`src/rtl/mux_nto1_rr.sv`:
```
// rtl/mux_nto1_rr.sv - registered N:1 valid/ready mux with fixed-select and round-robin modes
module mux_nto1_rr #(
  parameter int WIDTH = 8,
  parameter int CH    = 4,
  parameter int SELW  = $clog2(CH)
) (
  input  logic                  clk,
  input  logic                  rst_n,
  input  logic [CH*WIDTH-1:0]   in_data,
  input  logic [CH-1:0]         in_valid,
  output logic [CH-1:0]         in_ready,
  input  logic                  mode,
  input  logic [SELW-1:0]       sel,
  output logic [WIDTH-1:0]      out_data,
  output logic                  out_valid,
  input  logic                  out_ready,
  output logic [SELW-1:0]       out_ch
);

  logic [WIDTH-1:0] out_data_q, out_data_d;
  logic             out_valid_q, out_valid_d;
  logic [SELW-1:0]  out_ch_q, out_ch_d;
  logic [SELW-1:0]  ptr_q, ptr_d;

  logic             load;
  logic             gnt_vld;
  logic [SELW-1:0]  gnt_idx;
  logic [SELW-1:0]  rr_idx;
  logic [WIDTH-1:0] gnt_data;

  assign load = !out_valid_q || out_ready;

  // Round-robin scan starts just after the last-served channel, so it ranks lowest.
  always_comb begin
    gnt_vld = 1'b0;
    gnt_idx = '0;
    rr_idx  = '0;
    if (!mode) begin
      for (int i = 0; i < CH; i++) begin
        if (sel == SELW'(i) && in_valid[i]) begin
          gnt_vld = 1'b1;
          gnt_idx = SELW'(i);
        end
      end
    end else begin
      for (int off = 1; off <= CH; off++) begin
        rr_idx = SELW'((int'(ptr_q) + off) % CH);
        if (!gnt_vld && in_valid[rr_idx]) begin
          gnt_vld = 1'b1;
          gnt_idx = rr_idx;
        end
      end
    end
  end

  always_comb begin
    gnt_data = '0;
    in_ready = '0;
    for (int i = 0; i < CH; i++) begin
      if (gnt_idx == SELW'(i)) begin
        gnt_data    = in_data[i*WIDTH +: WIDTH];
        in_ready[i] = rst_n && load && gnt_vld;
      end
    end
  end

  always_comb begin
    out_data_d  = out_data_q;
    out_valid_d = out_valid_q;
    out_ch_d    = out_ch_q;
    ptr_d       = ptr_q;
    if (load) begin
      if (gnt_vld) begin
        out_data_d  = gnt_data;
        out_valid_d = 1'b1;
        out_ch_d    = gnt_idx;
        ptr_d       = gnt_idx;
      end else begin
        out_valid_d = 1'b0;
      end
    end
  end

  always_ff @(posedge clk or negedge rst_n) begin
    if (!rst_n) begin
      out_data_q  <= '0;
      out_valid_q <= 1'b0;
      out_ch_q    <= '0;
      ptr_q       <= SELW'(CH - 1);
    end else begin
      out_data_q  <= out_data_d;
      out_valid_q <= out_valid_d;
      out_ch_q    <= out_ch_d;
      ptr_q       <= ptr_d;
    end
  end

  assign out_data  = out_data_q;
  assign out_valid = out_valid_q;
  assign out_ch    = out_ch_q;

endmodule

```
`config.mk`:
```
export PLATFORM = sky130hd
export DESIGN_NAME = mux_nto1_rr
export DESIGN_NICKNAME = d
export VERILOG_FILES = /design/src/rtl/mux_nto1_rr.sv
export SDC_FILE = /design/constraint.sdc
export NUM_CORES = 1
export LEC_CHECK = 0
export ABC_AREA = 1
export CORE_UTILIZATION = 30
export CTS_CLUSTER_DIAMETER = 60
export CTS_CLUSTER_SIZE = 25
export DETAILED_ROUTE_END_ITERATION = 7
export GPL_ROUTABILITY_DRIVEN = 0
export PLACE_DENSITY = 0.64
export SYNTH_ARGS = -nofsm -noshare
export SYNTH_HDL_FRONTEND = slang
export SYNTH_SLANG_ARGS = --single-unit
export TNS_END_PERCENT = 30
```
`constraint.sdc`:
```
create_clock -name clk -period 2.58 [get_ports clk]
set_input_delay 0.516 -clock clk [delete_from_list [all_inputs] [get_ports clk]]
set_output_delay 0.516 -clock clk [all_outputs]
set_load 0.02 [all_outputs]
```
# --- Word-level counts from Yosys, hierarchy flattened ---
# Index checks and enable logic that the tools add are counted.
classes:
  mux: 37
  n_addsub: 4
  n_lt_le_gt_ge: 4
  n_eq_ne: 6
  n_reduce_logical: 17
op_table:
  columns: ["op", "n"]
  rows:
  - ["$mux W8", 4]
  - ["$mux W1", 22]
  - ["$mux W2", 7]
  - ["$lt A2 B3 Y1 const B", 4]
  - ["$logic_and A1 B1 Y1", 9]
  - ["$bmux W1 S2", 4]
  - ["$eq A2 B2 Y1 const B", 4]
  - ["$add A2 B1 Y2 const B", 2]
  - ["$add A2 B2 Y2 const B", 2]
  - ["$eq A2 B1 Y1 const B", 2]
  - ["$logic_not A1 Y1", 4]
  - ["$logic_not A2 Y1", 2]
  - ["$reduce_and A2 Y1", 1]
  - ["$logic_or A1 B1 Y1", 1]
word_totals:
  in_bits: 42
  ff_bits: 13
  out_inout_bits: 15
  word_cells: 72

# --- Logic depth before layout (Yosys ltp) ---
depth:
  depth_word: 22
  depth_mapped: 17
  mapped_depth_nobuf: 15

# --- Worst setup path before layout ---
# No wires, ideal clock.
synth_timing:
  path_type: "reg2out"
  start: "reg ptr_q[0]"
  end: "out in_ready[0]"
  path_slack_ns: 0.012
  required_time_ns: 2.064
  path_stages_with_launch: 13
  path_buffers: 2
  t_arrival_ns: 2.052
  path_cell_list: "dfstp_2 buf_4 inv_4 nand2_1 nand2_1 nand2_2 nand2_4 a21oi_1 nand2_1 nand3_4 nand2_8 buf_6 nor3_1"
synth_between:
  elab_chain_len: 19
  word_cells_on_any_way: 34
  classes_between: "add/sub: 4; mux: 22; reduce/logical: 8"
synth_rtl:
  columns: ["item", "line", "rtl"]
  rows:
  - ["start, declared", "23", "logic [SELW-1:0] ptr_q, ptr_d;"]
  - ["start signal, assigned", "89", "ptr_q <= SELW'(CH - 1);"]
  - ["start signal, assigned", "94", "ptr_q <= ptr_d;"]
  - ["$add A2 B1 Y2", "47", "rr_idx = SELW'((int'(ptr_q) + off) % CH);"]
  - ["$bmux W1 S2", "48", "if (!gnt_vld && in_valid[rr_idx]) begin"]
  - ["$mux W1 (not written as such)", "48", null]
  - ["$mux W1", "48", null]
  - ["$mux W1", "38", "if (!mode) begin"]
  - ["$logic_not A1 Y1", "48", null]
  - ["$logic_and A1 B1 Y1", "48", null]
  - ["$mux W1", "48", null]
  - ["[3 not listed]", null, null]
  - ["$mux W1", "48", null]
  - ["$mux W1", "38", null]
  - ["$logic_not A1 Y1", "48", null]
  - ["$logic_and A1 B1 Y1", "48", null]
  - ["$mux W2 or $mux W1 (tied branches)", "48", null]
  - ["$mux W2 or $mux W1 (tied branches)", "38", null]
  - ["$logic_not A2 Y1 or $logic_and A1 B1 Y1 (tied branches)", "60, 62", null]
  - ["$mux W1 (*)", "60", "if (gnt_idx == SELW'(i)) begin"]
  - ["end, declared", "11", "output logic [CH-1:0] in_ready,"]
# Every way passes the cells marked *; elsewhere a longest branch is shown, timed or not. The select of a mux whose other input is x is not followed.

# --- Worst setup path in the final report ---
layout_timing:
  start: "in sel[0]"
  end: "out in_ready[0]"
layout_between:
  elab_chain_len: 9
  word_cells_on_any_way: 20
  classes_between: "eq/ne: 3; mux: 10; reduce/logical: 7"
layout_rtl:
  columns: ["item", "line", "rtl"]
  rows:
  - ["start, declared", "13", "input logic [SELW-1:0] sel,"]
  - ["$logic_not A2 Y1", "40", "if (sel == SELW'(i) && in_valid[i]) begin"]
  - ["$logic_and A1 B1 Y1", "40", null]
  - ["$mux W1 (4 in a row)", "40", null]
  - ["$mux W1", "38", null]
  - ["$logic_and A1 B1 Y1", "62", "in_ready[i] = rst_n && load && gnt_vld;"]
  - ["$mux W1 (*)", "60", null]
# Every way passes the cells marked *; elsewhere a longest branch is shown, timed or not.

==> metrics.cfg <==
[clocking]
clk_pin_slew_worst_paths_ns = 0.06
root_buffer = clkbuf_8
clk_latency_ns = 0.24
h-tree-depth = 1
cts_tree = done
cts_sinks = 13
cts_buffers = 3
holdBufCountCts = 0
clock_path_buffers = 2

[timing]
layout_min_cycle_time_ns = 2.56
drv_slew = 0
clock_skew_ns = 0.00450
slew_headroom_pct = 79.5
max_freq_mhz = 390
rsz0062_at_grt = yes
setup_violations = 0
holdWs_ns = 0.483
hold_viol_final = 0
setup_slack_ns = 0.0162
tightestPinTransition_ns = 0.308
fin_crit_sh_pct = 99.4

[global_routing]
grt_use_met1_pct = 24.8
antenna_found_initial = 0
grt_usage_pct = 18.4
use_met2_pct = 30.4
grt_pass1_vias = 1356
busiest_layer = met2
grt_max_degree = 15
gr-total-overflow = 0
grt_pass1_wl_um = 6150
grt_util_met3_pct = 2.41

[route]
drtIter0Drc = 39
vias_per_cell = 4.67
ant_nets = 0
route.detailed.drc = 0
drt-wirelength-per-cell_um = 12.2
num_vias = 1491
firstDrtPassIters = 4
drt_wl_total_um = 3890

[yosys]
synth_cells = 186
synth_cell_type_count = 26
synth_seq_cells = 13
synth-seq-area-share_pct = 26.6
synth_fp_nets = 228
synth_edf_count = 0
synthTopCellsByCount = nand2_1, inv_1, nand3_1
synth_top_area_share_pct = 22.4
ys_warn_count = 0
avgSynthCellArea_um2 = 6.62
async_reset_ff_share_pct = 100
synth_area_leader_cell = dfrtp_1
synth.area.top_cells = dfrtp_1, nand2_1, nand3_1
synth_area_mm2 = 0.00123
yosysMostFrequentCell = nand2_1
ys.flop_type = dfrtp_1

[power_and_ir_drop]
powerDensity_mw_per_mm2 = 1030
peakVddDrop_v = 0.000484
p_leak_nw = 1.06

[finish]
drive_gt1_share_pct = 32.1
antenna_cells = 0
final_net_count = 314
final.fill_count = 392
multi_input_area_um2 = 825
final-seq-area_um2 = 328
area_delta_synth_final_pct = 74.8

[worst_setup_path]
rrSetupSlack_ns = 0.23
start_kind = primary input
cp.required_ns = 2.06
cp_max_fo = 4
end_kind = output port
arrival_ns = 2.05
critPathKind = primary input to output port

[floorplanning]
die_y_um = 66.1
coreArea_mm2 = 0.00380
pin_count = 57
die_w_um = 66.1
std_cell_rows = 22
die_area_mm2 = 0.00436
initial_utilization_pct = 32.4

[job]
drv_cap = 0

[outcome]
outcome = finished clean

[min_path]
worstHoldPathType = register to register

[placed_design]
place_ws_ns = -0.633
hpwlAfterDp_um = 2940
numPortBuffers = 56

[cell families after synthesis]
kind of cell	synth area share, %
and+or+nand+nor	56.1
DFF	26.6
AOI/OAI and AO/OA	5.28
buffers and inverters	12.0
[power by group]
part / internal [W] / switching, W / leakage [nW] / total, W
Clock: 0.000109 / 0.0000782 / 0.0228 / 0.000187
Sequential: 0.000312 / 0.0000640 / 0.154 / 0.000376
Combinational: 0.000751 / 0.000905 / 0.879 / 0.00166
[critical path, cell delays in order]
cell,delay [ns]
clkdlybuf4s50_1,0.48
inv_1,0.07
nand3_1,0.07
nand3_1,0.09
or3_1,0.34
nand3_2,0.09
inv_2,0.04
nand2_2,0.14
nor3_2,0.06
buf_4,0.15
[layout by cell type, fill, tap and decap left out, types with 4 or more instances in the layout]
cell type	count
nand3_1	21
nor3_2	4
nand2_1	48
nand4_1	12
clkdlybuf4s50_1	47
buf_4	31
nor2_1	8
dfrtp_1	11
dlygate4sd2_1	4
nand2_2	18
inv_2	4
nand2_4	6
inv_1	18
[path summary, 6_finish.rpt]
kind / from / to / depth (start not counted)
setup / recovery: sel[0] / in_ready[0] / 10
hold / removal: out_data[1] / out_data[1] / 2
setup reg to reg: ptr_q[0] / out_data[5] / 17
hold reg to reg: out_data[1] / out_data[1] / 2
max in group asynchronous: rst_n / ptr_q[1] / 2
min in group asynchronous: rst_n / out_data[5] / 2
[metal layers]
layer / wire length, um / part of all wire [%]
met2: 1790 / 46
met5: 0 / 0
met1: 1770 / 46
met3: 298 / 7.7
met4: 24 / 0.62
[state kept, by name, indices dropped and copies added, names as in the netlist]
signal,cells
ptr_q,2
out_data,8
out_valid,1
out_ch,2
[metrics by stage]
stage	total power (W)	utilization, %	TNS [ns]	instances	cell area, um^2
floorplan	0.00134	-	0	186	1230
global placement	0.00187	52.2	-2.23	309	1980
detailed placement	0.00188	52.2	-2.33	309	1980
CTS	0.00213	54.3	0	316	2060
global route	0.00241	56.7	-0.356	319	2150
finish	0.00222	56.7	0	319	2150
[cell type report]
| class | count | share of cell area, % |
|---|---|---|
| repair buffers | 86 | 36.9 |
| inverters | 25 | 4.71 |
| well taps | 48 | 2.79 |
| flip-flops and latches | 13 | 15.2 |
| multi-input cells | 143 | 38.3 |
| clock buffers | 4 | 2.09 |
[timing repair]
| action | 4_1_cts | 5_1_grt |
|---|---|---|
| setup buffers | 3 | 3 |
| gates resized for setup | 33 | 23 |
| pin swaps | 11 | 16 |
| setup endpoints to repair | 4 | 4 |
| cloned | 0 | 0 |
(Power assumes the default switching activity.)
